[config.mk]
export PLATFORM = sky130hd
export DESIGN_NAME = training_interval_scheduler
export DESIGN_NICKNAME = d
export VERILOG_FILES = /design/src/rtl/training_interval_scheduler.sv
export SDC_FILE = /design/constraint.sdc
export NUM_CORES = 1
export LEC_CHECK = 0
export CAP_MARGIN = 20
export CORE_ASPECT_RATIO = 0.7
export CORE_MARGIN = 2
export CORE_UTILIZATION = 30
export DETAILED_ROUTE_END_ITERATION = 16
export DONT_BUFFER_PORTS = 1
export PLACE_DENSITY = 0.56
export SLEW_MARGIN = 5
export SYNTH_ARGS = -nofsm -noshare
export SYNTH_HDL_FRONTEND = slang
export SYNTH_SLANG_ARGS = --single-unit
[constraint.sdc]
create_clock -name clk -period 3.3 [get_ports clk]
set_clock_uncertainty 0.15 [all_clocks]
set_input_delay 0.165 -clock clk [delete_from_list [all_inputs] [get_ports clk]]
set_output_delay 0.165 -clock clk [all_outputs]
set_load 0.02 [all_outputs]
[src/rtl/training_interval_scheduler.sv]
// Workout interval sequencer: alternates WORK/REST countdowns for ROUNDS rounds,
// paced by a resynchronised 1 Hz tick, with a short buzzer burst at each phase entry.
module training_interval_scheduler #(
  parameter int WORK_SEC = 30,
  parameter int REST_SEC = 10,
  parameter int ROUNDS   = 4,
  parameter int BEEP_SEC = 1
) (
  input  logic       clk,
  input  logic       rst_n,
  input  logic       start,
  input  logic       pause,
  input  logic       abort,
  input  logic       sec_clk,
  input  logic       tone_clk,
  output logic [1:0] phase,
  output logic [3:0] round_num,
  output logic [7:0] sec_left,
  output logic       done,
  output logic       buzzer
);

  typedef enum logic [1:0] {
    IDLE = 2'b00,
    WORK = 2'b01,
    REST = 2'b10,
    DONE = 2'b11
  } phase_e;

  localparam logic [7:0] WORK_LD = 8'(WORK_SEC);
  localparam logic [7:0] REST_LD = 8'(REST_SEC);
  localparam logic [7:0] BEEP_LD = 8'(BEEP_SEC);
  localparam logic [3:0] LAST_RD = 4'(ROUNDS);

  logic [2:0] sync_q;
  logic       tick, adv;

  phase_e     phase_q, phase_d;
  logic [3:0] round_q, round_d;
  logic [7:0] sec_q, sec_d;
  logic       done_q, done_d;
  logic       beep_en_q, beep_en_d;
  logic [7:0] beep_cnt_q, beep_cnt_d;

  // Two flops of metastability margin, third for rising-edge detect.
  always_ff @(posedge clk or negedge rst_n) begin
    if (!rst_n) sync_q <= 3'b000;
    else        sync_q <= {sync_q[1:0], sec_clk};
  end

  assign tick = sync_q[1] & ~sync_q[2];
  assign adv  = tick & ~pause;

  always_comb begin
    phase_d    = phase_q;
    round_d    = round_q;
    sec_d      = sec_q;
    done_d     = done_q;
    beep_en_d  = beep_en_q;
    beep_cnt_d = beep_cnt_q;
    if (abort) begin
      phase_d    = IDLE;
      round_d    = 4'd0;
      sec_d      = 8'd0;
      done_d     = 1'b0;
      beep_en_d  = 1'b0;
      beep_cnt_d = 8'd0;
    end else if (start && (phase_q == IDLE || phase_q == DONE)) begin
      phase_d    = WORK;
      round_d    = 4'd1;
      sec_d      = WORK_LD;
      done_d     = 1'b0;
      beep_en_d  = 1'b1;
      beep_cnt_d = BEEP_LD;
    end else if (adv) begin
      if (beep_en_q) begin
        if (beep_cnt_q <= 8'd1) begin
          beep_en_d  = 1'b0;
          beep_cnt_d = 8'd0;
        end else begin
          beep_cnt_d = beep_cnt_q - 8'd1;
        end
      end
      if (phase_q == WORK || phase_q == REST) begin
        if (sec_q > 8'd1) begin
          sec_d = sec_q - 8'd1;
        end else begin
          // Expiry: phase entry reloads the beep, overriding the decrement above.
          beep_en_d  = 1'b1;
          beep_cnt_d = BEEP_LD;
          if (phase_q == REST) begin
            phase_d = WORK;
            round_d = round_q + 4'd1;
            sec_d   = WORK_LD;
          end else if (round_q < LAST_RD) begin
            phase_d = REST;
            sec_d   = REST_LD;
          end else begin
            phase_d = DONE;
            sec_d   = 8'd0;
            done_d  = 1'b1;
          end
        end
      end
    end
  end

  always_ff @(posedge clk or negedge rst_n) begin
    if (!rst_n) begin
      phase_q    <= IDLE;
      round_q    <= 4'd0;
      sec_q      <= 8'd0;
      done_q     <= 1'b0;
      beep_en_q  <= 1'b0;
      beep_cnt_q <= 8'd0;
    end else begin
      phase_q    <= phase_d;
      round_q    <= round_d;
      sec_q      <= sec_d;
      done_q     <= done_d;
      beep_en_q  <= beep_en_d;
      beep_cnt_q <= beep_cnt_d;
    end
  end

  assign phase     = phase_q;
  assign round_num = round_q;
  assign sec_left  = sec_q;
  assign done      = done_q;
  assign buzzer    = tone_clk & beep_en_q & ~pause;

endmodule
==> flow_summary.ini <==
[run_status]
status = finished, final reports clean

[worst_hold_path]
hp-class = in2reg
whs_path_depth = 2
whs_endpoint = sec_left[0]$_DFFE_PN0P_
worstHoldStart = abort

[sta]
post-route-min-period_ns = 2.61
final-max-slew-violation-count = 0
rsz0062_at_grt = no
timing.slew.headroom_pct = 48.1
hold_viol_final = 0
max_freq_ghz = 0.384
worst_slack_ns = 0.693
period_share_pct = 79.0
tns_ns = 0
worstMarginPinSlew_ns = 0.768
setup_viol = 0

[placement]
port_buffers = 0
finalWeightedCongestion = 0.833
pre_cts_ws_ns = 0.708
hpwl_um = 2930

[power_and_ir_drop]
ir_drop_uv = 187
seqPwrFrac_pct = 50.6
clkPwrFrac_pct = 23.9
p_comb_share_pct = 25.5
p_switching_uw = 280
switching_share_pct = 34.7
p_int_uw = 528
leakage_nw = 0.723
power_density_mw_per_mm2 = 447

[floorplan]
dieHeight_um = 66.0
die_w_um = 92.6
start_util_pct = 31.4
rows = 22
io_pins = 23
design.die.area_mm2 = 0.00612
fp.coreArea_mm2 = 0.00526

[setup_path]
critical_path_class = reg2reg
path_max_fanout = 11
cp-start-kind = flip-flop
arrival_ns = 2.63
r2r_end = round_num[3]$_DFFE_PN0P_
ff2ff_setup_slack_ns = 0.69
worst_setup_path_end_kind = flip-flop
cp_data_required_time_ns = 3.32
rr_worst_depth = 6
timing.rr.start = phase[0]$_DFFE_PN0P_

[global_routing]
grt_pass1_vias = 1261
grt_remaining_overflow = 0
grt_pass1_wl_um = 6730
grt_start_max_net_pins = 28
antenna_found_initial = 0
grt_usage_pct = 14.1

[cts]
ctsResizeCount = 0
cts_tree = done
cts_setup_buffers = 0
clock_latency_ns = 0.27
clkSinkCount = 27
path_clk_slew_ns = 0.10
cts_buffers = 3
hold_buffers = 5
cts_root_buf = clkbuf_8
h-tree-depth = 1
clock_path_buffers = 2

[synth]
synth.area.top_cells = dfrtp_1, ha_1, a31oi_1
yosysSeqAreaShare_pct = 41.0
synthArstFlopShare_pct = 100
syn_area_mm2 = 0.00165
synth_cells = 168
yosys_warnings = 0
synth_top_area_cell = dfrtp_1
syn_nets = 181
yosysUniqueCellTypes = 47
syn_avg_cell_area_um2 = 9.82
yosys_register_bits = 27
synth_top_area_share_pct = 41.0
synth_flop_cell = dfrtp_1
synth-edff-count = 0

[detailed_routing]
wl_met3_um = 300
dr_wl_met2_um = 1540
wirelength_um = 4070
final_antenna_net_count = 0
wl_met1_um = 2190
wl_per_cell_um = 16.6
post_drt_via_cell_ratio = 5.42
top_layer = met4
vias = 1327
drc_errors = 0
drtPass1Iterations = 4
drt-initial-drc-count = 121

[flow_run]
cap_violations = 0

[cells_and_area]
final_nets = 186
fillers = 531
layout-drive-gt1-share_pct = 11.0
area_growth_syn_to_layout_pct = 9.71
==> power groups by stage <==
stage                     combinational [mW]  sequential, mW  clock [mW]
after global routing                   0.231           0.415       0.213
final                                  0.206           0.409       0.193
after CTS                              0.206           0.409       0.202
after floorplan                        0.167           0.404           0
after global placement                 0.189           0.416           0
after detailed placement               0.189           0.416           0
==> per-stage QoR <==
| stage | power, mW | area [um2] | hold WS, ns | util, % | cells |
|---|---|---|---|---|---|
| after floorplan | 0.571 | 1650 | -0.281 | - | 168 |
| after global placement | 0.605 | 1700 | -0.280 | 32.3 | 235 |
| after detailed placement | 0.605 | 1700 | -0.280 | 32.3 | 235 |
| after CTS | 0.818 | 1810 | 0.00690 | 34.4 | 244 |
| after global routing | 0.859 | 1810 | 0.0259 | 34.4 | 244 |
| final | 0.808 | 1810 | 0.0149 | 34.4 | 245 |
==> cells by family (layout without fill, tap and decap cells) <==
logic type,after synthesis,after routing,synth area share (%)
AO/OA/AOI/OAI,53,53,25.1
XOR/XNOR,6,6,3.19
adder cells (fa/ha/maj),6,6,4.55
buffers and inverters,18,22,5.99
flip-flops,27,27,41.0
other,0,1,0
AND/OR/NAND/NOR,58,58,20.2
==> layout by cell type, fill, tap and decap left out, drive strengths merged, types with 2 or more instances in the layout <==
cell / instances
a41o: 2
ha: 6
xor2: 3
clkbuf: 3
o41ai: 4
nor3: 4
or3: 5
a22o: 2
nand4: 2
a2111oi: 2
nand3: 4
nor4b: 2
nor2: 12
nor4: 5
nand2: 12
dlygate4sd3: 4
a21oi: 8
a31oi: 10
xnor2: 3
buf: 4
and3: 2
or2: 2
nand4b: 3
a21o: 2
dfrtp: 27
inv: 10
a41oi: 3
o21ai: 11
nor3b: 2
==> worst max-delay path, cell delays in order, from the launching register on <==
cell and delay, ns:
dfrtp_1 0.48, inv_1 0.09, ha_1 0.40, or4b_4 0.69, nor4_4 0.34, a31oi_1 0.14, a41o_1 0.21
==> flip-flops by register name, summed over array words and instances, names as in the netlist <==
| register | count |
|---|---|
| beep_cnt_q | 8 |
| sec_left | 8 |
| round_num | 4 |
| sync_q | 3 |
| phase | 2 |
| beep_en_q | 1 |
| done | 1 |
==> cell usage after synthesis, drive strengths merged, types with 4 or more instances <==
cell and number:
inv 10, nor4 5, buf 4, nand2 12, a31oi 10, clkbuf 4, o21ai 11, o41ai 4
or3 5, ha 6, a21oi 8, nor3 4, dfrtp 27, nor2 12, nand3 4
==> how the worst max path moves through the flow <==
| stage | startpoint | to | slack, ns | cells after the start |
|---|---|---|---|---|
| finish | phase[0]$_DFFE_PN0P_ | round_num[3]$_DFFE_PN0P_ | 0.69 | 6 |
| detailed placement | phase[0]$_DFFE_PN0P_ | round_num[3]$_DFFE_PN0P_ | 0.71 | 6 |
| CTS | phase[0]$_DFFE_PN0P_ | phase[0]$_DFFE_PN0P_ | 0.68 | 5 |
| global placement | phase[0]$_DFFE_PN0P_ | phase[0]$_DFFE_PN0P_ | 0.70 | 5 |
| floorplan | phase[0]$_DFFE_PN0P_ | sec_left[5]$_DFFE_PN0P_ | 0.84 | 8 |
| global route | phase[0]$_DFFE_PN0P_ | done$_DFFE_PN0P_ | 0.47 | 6 |
==> final cells by class <==
class | instances | area [um2] | share of cell area, %
well taps | 72 | 90.1 | 4.98
clock inverters | 1 | 5.00 | 0.277
diodes | 1 | 2.50 | 0.138
repair buffers | 8 | 82.6 | 4.56
flip-flops and latches | 27 | 676 | 37.3
multi-input cells | 123 | 875 | 48.3
inverters | 10 | 37.5 | 2.07
clock buffers | 3 | 41.3 | 2.28
==> metal layers <==
metal	GRT usage, %	vias up
li1	-	647
met1	22.0	639
met2	19.0	37
met3	4.56	4
met4	2.21	0
met5	0	-
No activity file was read; power rests on OpenSTA's default activity.
